`src/rtl/uart_tx_frame.sv`:
```
// uart_tx_frame: UART transmitter. Serialises one word per frame as
// start(0), data LSB-first, optional parity, stop(1). Each bit is held for
// 'prescale' clocks (0 is treated as 1).
// Ports:
//   clk_based_on_prescale  oversampled clock, all logic on posedge
//   rst_n                  synchronous active-low reset
//   tx_data / data_valid   host word and its valid; accepted when tx_ready
//   parity_enable          1 = insert parity bit
//   parity_type            0 = even, 1 = odd
//   prescale               clocks per bit
//   tx_ready               idle, can accept a word (registered)
//   busy                   frame in progress (registered, = ~tx_ready)
//   tx_out                 serial line, idle high (registered)
module uart_tx_frame #(
  parameter int unsigned DATA_WIDTH     = 8,
  parameter int unsigned PRESCALE_WIDTH = 6
) (
  input  logic                      clk_based_on_prescale,
  input  logic                      rst_n,
  input  logic [DATA_WIDTH-1:0]     tx_data,
  input  logic                      data_valid,
  input  logic                      parity_enable,
  input  logic                      parity_type,
  input  logic [PRESCALE_WIDTH-1:0] prescale,
  output logic                      tx_ready,
  output logic                      busy,
  output logic                      tx_out
);

  localparam int unsigned IDX_W = (DATA_WIDTH > 1) ? $clog2(DATA_WIDTH) : 1;
  localparam int unsigned PW    = PRESCALE_WIDTH;
  localparam logic [IDX_W-1:0] LAST_IDX = IDX_W'(DATA_WIDTH - 1);

  typedef enum logic [2:0] {
    S_IDLE,
    S_START,
    S_DATA,
    S_PARITY,
    S_STOP
  } state_t;

  state_t state;
  state_t state_next;

  logic [PW-1:0]         cnt;
  logic [PW-1:0]         presc_q;
  logic [IDX_W-1:0]      idx;
  logic [IDX_W-1:0]      idx_next;
  logic [DATA_WIDTH-1:0] data_q;
  logic                  par_en_q;
  logic                  par_bit_q;

  logic accept;
  logic bit_end;
  logic tx_out_d;
  logic tx_ready_d;

  assign accept  = (state == S_IDLE) && data_valid;
  // Last clock of the current bit time.
  assign bit_end = (cnt == (presc_q - PW'(1)));

  // State register.
  always_ff @(posedge clk_based_on_prescale) begin
    if (!rst_n) state <= S_IDLE;
    else        state <= state_next;
  end

  // Next-state logic.
  always_comb begin
    state_next = state;
    case (state)
      S_IDLE:   if (data_valid) state_next = S_START;
      S_START:  if (bit_end)    state_next = S_DATA;
      S_DATA:   if (bit_end && (idx == LAST_IDX))
                  state_next = par_en_q ? S_PARITY : S_STOP;
      S_PARITY: if (bit_end)    state_next = S_STOP;
      S_STOP:   if (bit_end)    state_next = S_IDLE;
      default:                  state_next = S_IDLE;
    endcase
  end

  // Data bit index for the bit that will be on the line after this edge.
  always_comb begin
    idx_next = '0;
    if (state == S_DATA) begin
      if (bit_end) idx_next = (idx == LAST_IDX) ? '0 : idx + IDX_W'(1);
      else         idx_next = idx;
    end
  end

  // Output logic: line level and ready for the state being entered, so the
  // registered outputs change on the same edge as the state.
  always_comb begin
    tx_out_d   = 1'b1;
    tx_ready_d = (state_next == S_IDLE);
    case (state_next)
      S_START:  tx_out_d = 1'b0;
      S_DATA:   tx_out_d = data_q[idx_next];
      S_PARITY: tx_out_d = par_bit_q;
      default:  tx_out_d = 1'b1;
    endcase
  end

  // Frame configuration latch and bit timing counters.
  always_ff @(posedge clk_based_on_prescale) begin
    if (!rst_n) begin
      cnt       <= '0;
      presc_q   <= '0;
      idx       <= '0;
      data_q    <= '0;
      par_en_q  <= 1'b0;
      par_bit_q <= 1'b0;
    end else begin
      if (accept) begin
        data_q    <= tx_data;
        par_en_q  <= parity_enable;
        par_bit_q <= (^tx_data) ^ parity_type;
        presc_q   <= (prescale == '0) ? PW'(1) : prescale;
        cnt       <= '0;
      end else if (state != S_IDLE) begin
        cnt <= bit_end ? '0 : cnt + PW'(1);
      end
      idx <= idx_next;
    end
  end

  // Registered outputs.
  always_ff @(posedge clk_based_on_prescale) begin
    if (!rst_n) begin
      tx_out   <= 1'b1;
      tx_ready <= 1'b1;
      busy     <= 1'b0;
    end else begin
      tx_out   <= tx_out_d;
      tx_ready <= tx_ready_d;
      busy     <= ~tx_ready_d;
    end
  end

endmodule

```
`config.mk`:
```
export PLATFORM = sky130hd
export DESIGN_NAME = uart_tx_frame
export DESIGN_NICKNAME = d
export VERILOG_FILES = /design/src/rtl/uart_tx_frame.sv
export SDC_FILE = /design/constraint.sdc
export NUM_CORES = 1
export LEC_CHECK = 0
export BUFFER_PORTS_ARGS = -buffer_cell sky130_fd_sc_hd__buf_2
export CAP_MARGIN = 40
export CELL_PAD_IN_SITES_DETAIL_PLACEMENT = 1
export CELL_PAD_IN_SITES_GLOBAL_PLACEMENT = 2
export CORE_MARGIN = 1.5
export CORE_UTILIZATION = 33
export CTS_CLUSTER_SIZE = 28
export DETAILED_ROUTE_END_ITERATION = 10
export PLACE_DENSITY_LB_ADDON = 0.05
export SKIP_CTS_REPAIR_TIMING = 1
export SYNTH_ARGS = -nofsm -noshare
export SYNTH_HDL_FRONTEND = slang
export SYNTH_SLANG_ARGS = --single-unit
```
`constraint.sdc`:
```
create_clock -name clk_based_on_prescale -period 3.1 [get_ports clk_based_on_prescale]
set_input_delay 0.465 -clock clk_based_on_prescale [delete_from_list [all_inputs] [get_ports clk_based_on_prescale]]
set_output_delay 0.465 -clock clk_based_on_prescale [all_outputs]
set_load 0.005 [all_outputs]
```
==> flow_metrics.py <==
metrics = {
    "timing": {
        "finalHoldViolCount": 0,
        "slew_headroom_pct": 58.0,
        "clock_skew_ns": 0.00882,
        "max_freq_mhz": 372,
        "timing.hold.ws_ns": 0.425,
        "setup_violations": 0,
        "slew_viol_final": 0,
        "rsz0062_at_grt": "false",
        "setup_tns_ns": 0,
        "fin_crit_sh_pct": 86.7,
        "tightest_slew_ns": 0.625,
        "setup_ws_ns": 0.411,
        "finalCriticalPeriod_ns": 2.69,
    },
    "die": {
        "die_x_um": 73.9,
        "row_count": 25,
        "dieHeight_um": 73.9,
        "ios": 22,
        "die-area_mm2": 0.00546,
        "start_util_pct": 34.7,
        "coreArea_mm2": 0.00479,
    },
    "final_layout": {
        "drive_gt1_share_pct": 17.8,
        "layout_commonest_cell": "nand2_1",
        "area_growth_pct": 17.0,
        "fin_nets": 247,
        "layout_common_cells": "39 x nand2_1, 31 x dfxtp_1, 24 x a21oi_1",
        "diodes": 0,
        "post-route-util_pct": 40.5,
        "fin_area_mm2": 0.00194,
        "fin_cells": 292,
    },
    "worst_setup_path": {
        "slowest_stage": "a2111o_1",
        "criticalPathCategory": "flip-flop to flip-flop",
        "cp_max_fo": 12,
        "required_ns": 3.28,
        "crit_cells": 10,
        "critPathTopFamily": "compound AO/OA/AOI/OAI gates",
        "max_stage_delay_ns": 0.44,
        "cp.arrival_ns": 2.86,
        "cp-start-kind": "flip-flop",
        "cp-end-kind": "flip-flop",
        "cp_cell_sequence": "inv_1 > ha_1 > and2_1 > o21a_1 > o31ai_2 > and2_4 > a31oi_4 > a2111o_1 > a21oi_1 > a211oi_1",
        "cp_num_buf_inv": 1,
        "rr_worst_depth": 10,
    },
    "synth": {
        "synthCells": 201,
        "async_flop_share_pct": 0,
        "yosys-top-cells-area": "dfxtp_1 37%, nand2_1 8.8%, a21oi_1 7.2%, xnor2_1 5.8%, xor2_1 4.2%",
        "yosysSeqAreaShare_pct": 37.4,
        "synth_top_area_share_pct": 37.4,
        "synth-edff-count": 0,
        "synth_cell_types": 41,
        "syn-mean-instance-area_um2": 8.25,
        "netlist_area_mm2": 0.00166,
        "syn-num-nets": 224,
        "synth.yosys.warnings": 0,
        "synth_top_area_cell": "dfxtp_1",
        "yosys_most_used_dff": "dfxtp_1",
        "ys_seq_elements": 31,
    },
    "flow_run": {
        "cap_violations": 0,
    },
    "global_routing": {
        "antenna_found_initial": 0,
        "grt_pass1_vias": 1494,
        "grt_max_degree": 23,
        "grt_pass1_wl_um": 7060,
        "gr-total-overflow": 0,
        "grtUsageTotal_pct": 17.2,
    },
    "worst_hold_path": {
        "worstHoldPathCells": 3,
        "hp-class": "input pin to flip-flop",
    },
    "detailed_routing": {
        "postRouteAntennaNets": 0,
        "vias_per_cell": 4.97,
        "wl_um": 4140,
        "drc_errors": 0,
        "vias": 1452,
        "drt_iter0_drc": 73,
        "dr.pass1.iters": 4,
        "wire_per_inst_um": 14.2,
    },
    "clock_tree": {
        "clk_pin_slew_worst_paths_ns": 0.07,
        "clock_latency_ns": 0.29,
        "cts_buffer_depth": 2,
        "cts-root-buf": "clkbuf_8",
        "cts.sinks": 31,
        "htree_levels": 2,
        "tritoncts": "done",
        "cts_made_buffers": 5,
    },
    "placed_design": {
        "place.gp.congestion": 0.928,
        "numPortBuffers": 21,
        "place_area_mm2": 0.00182,
        "pre_cts_ws_ns": 0.395,
        "dp_hpwl_um": 3250,
        "dp.cells": 284,
    },
    "power_and_ir_drop": {
        "p_total_mw": 0.987,
        "leakage_nw": 0.748,
        "power_density_mw_per_mm2": 509,
        "p_seq_share_pct": 44.4,
        "p_sw_mw": 0.246,
        "swShare_pct": 24.9,
        "vdd_ir_drop_max_v": 0.000171,
        "pwr-share-clk_pct": 41.8,
        "p_comb_share_pct": 13.8,
        "p_int_mw": 0.741,
    },
    "outcome": {
        "outcome": "complete, no violations",
    },
}
## metal layers
layer / global-route usage (%) / wire length, um / vias up
met3: 3.02 / 112 / 9
met4: 8.44 / 94 / 0
li1: - / - / 739
met2: 28.1 / 1920 / 25
met1: 21.8 / 2020 / 679
met5: 0 / 0 / -
## cells in the mapped netlist (2+ instances only)
cell       n
clkbuf_1   6
nand3_1   11
nand2_1   39
dfxtp_1   31
a2111o_1   2
a211oi_1   2
nor2_1    17
nand2b_1   3
mux2i_1    5
and2_1     2
xnor2_1   11
a21oi_1   24
xor2_1     8
inv_1      5
or3_1      2
nor3_1     5
ha_1       4
## kinds of logic after synthesis
logic type,share of synthesized area [%]
XOR/XNOR,10.0
flip-flops,37.4
multiplexers,3.70
AO/OA/AOI/OAI,16.5
AND/OR/NAND/NOR,25.3
adder cells (fa/ha/maj),3.02
buffers and inverters,4.00
## path summary, 6_finish.rpt
| kind | startpoint | to | slack (ns) |
|---|---|---|---|
| hold reg to reg | data_q[0] | data_q[0] | 0.46 |
| setup / recovery | presc_q[0] | tx_out | 0.41 |
| setup reg to reg | presc_q[0] | tx_out | 0.41 |
| hold / removal | prescale[0] | presc_q[0] | 0.42 |
## flip-flops by register name (all words and copies together), names as in the netlist
register   count
data_q         8
cnt            6
presc_q        6
idx            3
state          3
busy           1
par_bit_q      1
par_en_q       1
tx_out         1
tx_ready       1
## power by group through the flow
stage               clock network [mW]  logic (mW)  registers, mW
global placement                     0       0.135          0.446
CTS                              0.426       0.139          0.439
finish                           0.413       0.136          0.438
detailed placement                   0       0.139          0.448
floorplan                            0       0.100          0.440
global route                     0.447       0.154          0.442
## final cells by class
class | instances | area [um2]
fill | 598 | 2850
multi-input combinational | 157 | 972
sequential | 31 | 621
timing repair buffer | 24 | 128
tap | 67 | 83.8
clock buffer | 6 | 82.6
clock inverter | 2 | 35.0
inverter | 5 | 18.8
## worst reg2reg max path, cell delays in order (launching register included)
cell and delay [ns]:
dfxtp_1 0.43, inv_1 0.07, ha_1 0.20, and2_1 0.18
o21a_1 0.20, o31ai_2 0.37, and2_4 0.33, a31oi_4 0.14
a2111o_1 0.44, a21oi_1 0.16, a211oi_1 0.07
No activity file was read; power rests on OpenSTA's default activity.
